[src/rtl/hdmi_audio_sched.sv]
// hdmi_audio_sched: Bresenham audio strobe generator with capture FIFO toward the HDMI packetizer.
module hdmi_audio_sched #(
    parameter int SAMPLE_RATE = 48000,
    parameter int CLK_W       = 27,
    parameter int FIFO_DEPTH  = 4,
    parameter int HOLDOFF     = 1024
) (
    input  logic             clk,
    input  logic             reset,
    input  logic             enable,
    input  logic [CLK_W-1:0] clk_hz,
    output logic             audio_sample,
    input  logic [31:0]      sample_in,
    output logic [31:0]      out_data,
    output logic             out_valid,
    input  logic             out_ready,
    output logic             locked,
    output logic [7:0]       overflow_cnt
);
    localparam int AW = $clog2(FIFO_DEPTH);
    localparam int HW = HOLDOFF > 1 ? $clog2(HOLDOFF) : 1;
    localparam logic [CLK_W-1:0] MIN_HZ    = CLK_W'(2 * SAMPLE_RATE);
    localparam logic [CLK_W:0]   RATE      = (CLK_W + 1)'(SAMPLE_RATE);
    localparam logic [HW-1:0]    HOLD_LAST = HW'(HOLDOFF - 1);
    localparam logic [AW:0]      DEPTH     = (AW + 1)'(FIFO_DEPTH);

    typedef enum logic [1:0] {IDLE, HOLD, RUN} state_t;

    state_t           state_q, state_d;
    logic [CLK_W-1:0] clk_q, clk_d;
    logic [CLK_W:0]   acc_q, acc_d, sum;
    logic [HW-1:0]    hold_q, hold_d;
    logic             smp_q, smp_d, cap_q;
    logic [AW:0]      wr_q, wr_d, rd_q, rd_d;
    logic [7:0]       ovf_q, ovf_d;
    logic [31:0]      mem_q [FIFO_DEPTH];
    logic             bad_hz, run_stay, full, push, pop, wr_en;

    assign audio_sample = smp_q;
    assign locked       = state_q == RUN;
    assign overflow_cnt = ovf_q;
    assign out_valid    = wr_q != rd_q;
    assign out_data     = out_valid ? mem_q[rd_q[AW-1:0]] : '0;

    always_comb begin
        state_d = state_q;
        clk_d   = clk_q;
        hold_d  = hold_q;
        acc_d   = '0;
        smp_d   = 1'b0;
        bad_hz  = clk_hz < MIN_HZ;
        sum     = acc_q + RATE;
        if (state_q == IDLE) begin
            clk_d = clk_hz;
            if (enable && !bad_hz) begin
                state_d = HOLD;
                hold_d  = '0;
            end
        end else if (!enable) begin
            state_d = IDLE;
        end else if (clk_hz != clk_q || bad_hz) begin
            state_d = HOLD;
            clk_d   = clk_hz;
            hold_d  = '0;
        end else if (state_q == HOLD) begin
            if (hold_q == HOLD_LAST) state_d = RUN;
            else hold_d = hold_q + 1'b1;
        end else begin
            smp_d = sum >= {1'b0, clk_q};
            acc_d = smp_d ? sum - {1'b0, clk_q} : sum;
        end
        // Anything other than staying in RUN empties the FIFO and drops a pending capture.
        run_stay = state_q == RUN && state_d == RUN;
        full     = (wr_q - rd_q) == DEPTH;
        pop      = run_stay && out_valid && out_ready;
        push     = run_stay && cap_q;
        wr_en    = push && (!full || pop);
        wr_d     = run_stay ? wr_q + (AW + 1)'(wr_en) : '0;
        rd_d     = run_stay ? rd_q + (AW + 1)'(pop) : '0;
        ovf_d    = ovf_q + 8'(push && full && !pop && ovf_q != 8'hFF);
    end

    always_ff @(posedge clk) begin
        if (reset) begin
            state_q <= IDLE;
            clk_q   <= '0;
            acc_q   <= '0;
            hold_q  <= '0;
            smp_q   <= 1'b0;
            cap_q   <= 1'b0;
            wr_q    <= '0;
            rd_q    <= '0;
            ovf_q   <= '0;
        end else begin
            state_q <= state_d;
            clk_q   <= clk_d;
            acc_q   <= acc_d;
            hold_q  <= hold_d;
            smp_q   <= smp_d;
            cap_q   <= smp_q;
            wr_q    <= wr_d;
            rd_q    <= rd_d;
            ovf_q   <= ovf_d;
        end
    end

    always_ff @(posedge clk) begin
        if (wr_en) mem_q[wr_q[AW-1:0]] <= sample_in;
    end
endmodule

[config.mk]
export PLATFORM = sky130hd
export DESIGN_NAME = hdmi_audio_sched
export DESIGN_NICKNAME = d
export VERILOG_FILES = /design/src/rtl/hdmi_audio_sched.sv
export SDC_FILE = /design/constraint.sdc
export NUM_CORES = 1
export LEC_CHECK = 0
export BUFFER_PORTS_ARGS = -buffer_cell sky130_fd_sc_hd__buf_2
export CORE_MARGIN = 1
export CORE_UTILIZATION = 50
export DETAILED_ROUTE_END_ITERATION = 10
export PLACE_DENSITY = 0.69
export SLEW_MARGIN = 20
export SYNTH_ARGS = -nofsm -noshare
export SYNTH_HDL_FRONTEND = slang
export SYNTH_SLANG_ARGS = --single-unit
[constraint.sdc]
create_clock -name clk -period 9.57 [get_ports clk]
set_clock_uncertainty 0.2 [all_clocks]
set_input_delay 1.4355 -clock clk [delete_from_list [all_inputs] [get_ports clk]]
set_output_delay 1.4355 -clock clk [all_outputs]
set_load 0.01 [all_outputs]
==> results.md <==
- Placed cells: 1215
- CP Capture Type: output port
- Critical Path Source Type: register
- Async SR Flop Fraction: 0%
- Synth warn: 0
- Vias in the first global route: 6445
- Mapped Area: 0.0102 mm^2
- Footprint of the multi-input gates: 0.00439 mm^2
- DRC: 0
- # rows: 51
- Hold WS: about 0.27 ns
- Num CTS Buffers: 23
- M1 GR Usage: 27.3%
- Largest net degree at the start of global routing: 54
- Initial DRT Pass Iterations: 5
- CP required: a little under 8 ns
- Reg-to-reg startpoint: acc_q[7]
- Worst R2R Path Depth: 19
- Vias: 6719
- Relative slew slack: 46.4%
- Cts hold-fix bufs: 0
- Post-synth cell types: 62
- P&R area growth vs syn: 15.5%
- CTS tree: yes
- IO buf count: 105
- Minimum clock period: between 4 and 5 ns
- Total global routing track utilization: 20.3%
- Fin nets: approximately 1100
- Syn nets: 969
- Most Crowded Layer GR: met2
- Critical path type: register to output port
- End of the worst register-to-register path: acc_q[27]
- IO Count: 106
- Clk root buf: clkbuf_16
- Layout cells sized above 1: approximately a fifth
- Global placer's final weighted congestion: 0.919
- Met2 Use GR: approximately a third
- Register area share after synthesis: between 50% and 60%
- Post-DP HPWL: about 14 mm
- Post-synthesis mux area share: 9.06%
- Total clock sinks: 211
- Post-DRT Antenna Nets: 0
- Xor and xnor area share after synthesis: between 7 and 8%
- Die H: 145 um
- Cell Pwr Density: 167 mW/mm^2
- CTS resizes: 0
- Period utilization: about 44%
- Total of max-cap violations: 0
- Worst-Skew Late Latency: around 0.52 ns
- Worst EP arrival: about 2.6 ns
- Initial Utilization: approximately half
- GR Util met3: 2.83%
- Core area: 0.0197 mm^2
- Drt total wl: 20.8 mm
- Most frequent cells in the layout: 128 x edfxtp_1, 116 x nor2_1, 105 x buf_2, 82 x dfxtp_1, 53 x a21oi_1
- Post-synthesis register bit count: 211
- First-pass GRT wire length: ~33 mm
- Initial antenna violation count: 2
- Path type of the worst min-delay path: register to register
- Reg2Reg Setup Slack: approximately 5.4 ns
- LEAKAGE: 0.00446 uW
- RSZ-0062 raised after global routing: no
- Top FF cell, synth: edfxtp_1
- Fin cells: 1260
- Die area: about 0.021 mm^2
- Synth Area in Adders: 4.75%
- Worst-path fanout max: 34
- Iter 0 DRT Violations: 319
- Mean Syn Cell Area: 11.7 um^2
- H-Tree Depth: 1
- Cell count after synthesis: between 800 and 900
- Simple-Gate Fraction of Synth Area: a little over an eighth
- DR vias/cell: 5.33
- Clk slew on worst S/H paths: about 0.06 ns
- Final Hold Vio Count: 0
- Post-synth EDFFs: 128
- Peak VDD IR: 0.000101 V
- Outcome: finished clean
- Clock Path Buffers: 3
- CP endpoint: out_data[4]
- Worst hold path depth: 1
- Most common cell after layout, fill and taps aside: edfxtp_1
- Slew Limit Fails: 0
- Total grt overflow: 0
- Setup_tns: 0 ns
- Highest clock rate: 0.235 GHz
- # fillers: 1600
- Die Width: 145 um
- Final number of setup-violating endpoints: 0
- CP startpoint: rd_q[0]
- Post-synthesis compound-gate area fraction: under 10%
- Main combinational cell family by area after synthesis: simple AND/OR/NAND/NOR gates
- Postcts setup bufs: 0
- FF/Latch Area: roughly 0.0055 mm^2
- Worst Tran Pin Value: 0.804 ns
- DR WL/cell: 16.5 um
-- worst min path at each step --
stage / startpoint / endpoint / slack [ns]
after global placement: hold_q[1] / hold_q[1] / 0.26
after CTS: audio_sample / cap_q / 0.27
after global routing: audio_sample / cap_q / 0.28
final: audio_sample / cap_q / 0.27
after floorplan: hold_q[1] / hold_q[1] / 0.25
after detailed placement: hold_q[1] / hold_q[1] / 0.27
-- metrics by stage --
step / setup WS (ns) / power [uW] / utilization [%] / area, um^2
2_1_floorplan: 3.28 / 1080 / - / 10200
3_3_place_gp: 5.25 / 1120 / 55.8 / 11000
3_5_place_dp: 5.23 / 1120 / 55.8 / 11000
4_1_cts: 5.21 / 1980 / 59.6 / 11700
5_1_grt: 5.03 / 2030 / 59.6 / 11800
6_report: 5.32 / 1960 / 59.6 / 11800
-- report_power, final --
part	internal, uW	switching, uW	total [uW]
Clock	514	350	864
Sequential	969	5.61	975
Combinational	51.2	73.5	125
Total	1530	429	1960
-- routing by layer --
metal  wire length [um]  vias up
met5                  0        -
met4                325        0
met3               1040       28
met2              10100      137
met1               9400     3217
li1                   -     3337
-- synthesized netlist by cell type (2+ instances only) --
cell type    n  area (um^2)
a21oi_1     53          265
and3_1      15         93.8
nor3_1       8         40.0
a22oi_1      2         15.0
a211oi_2     7         87.6
buf_2        2         10.0
nand3_1     24          120
and2_1       2         12.5
nor4_1      13         81.3
xor2_1      52          455
nand4_1      7         43.8
dfxtp_1     83         1660
nand2_1     32          120
mux2i_1     19          190
o21ai_0     13         65.1
a211oi_1     2         15.0
clkbuf_1    25         93.8
or2_2        2         12.5
a21oi_2      2         17.5
a31oi_1      4         25.0
o21a_1       5         37.5
o31ai_1      3         22.5
ha_1        37          463
xnor2_1     32          280
buf_6        2         22.5
o22ai_1      4         25.0
inv_1       45          169
nor2b_1     41          257
o21ai_1      2         10.0
mux4_2      32          721
nor2_1     116          435
buf_1        2         7.51
o21bai_1     6         45.0
nand2b_1     9         56.3
edfxtp_1   128         3840
a21o_1      11         82.6
-- sequential cells by signal, indices dropped and copies added (netlist names) --
register      flops
overflow_cnt      8
wr_q              3
hold_q           10
clk_q            27
state_q           2
audio_sample      1
mem_q           128
rd_q              3
acc_q            28
cap_q             1
-- critical path, stage by stage (launching register included) --
cell and delay, ns:
dfxtp_2 0.33, buf_4 0.53, ha_1 0.36, and3_2 0.43, nor2b_1 0.27, buf_2 0.17
-- kinds of logic after synthesis --
family                     Yosys count
DFF                                211
buffers and inverters               77
AOI/OAI and AO/OA                  125
and+or+nand+nor                    280
adders and majority gates           38
muxes                               52
xor gates and xnor gates            85
-- layout make-up --
cell class	count	area share, %
multi-input cells	580	37.4
clock buffers	34	5.67
clock inverters	8	0.734
repair buffers	114	5.05
well taps	265	2.82
diodes	3	0.0639
inverters	45	1.44
flip-flops and latches	211	46.8
No activity file was read; power rests on OpenSTA's default activity.
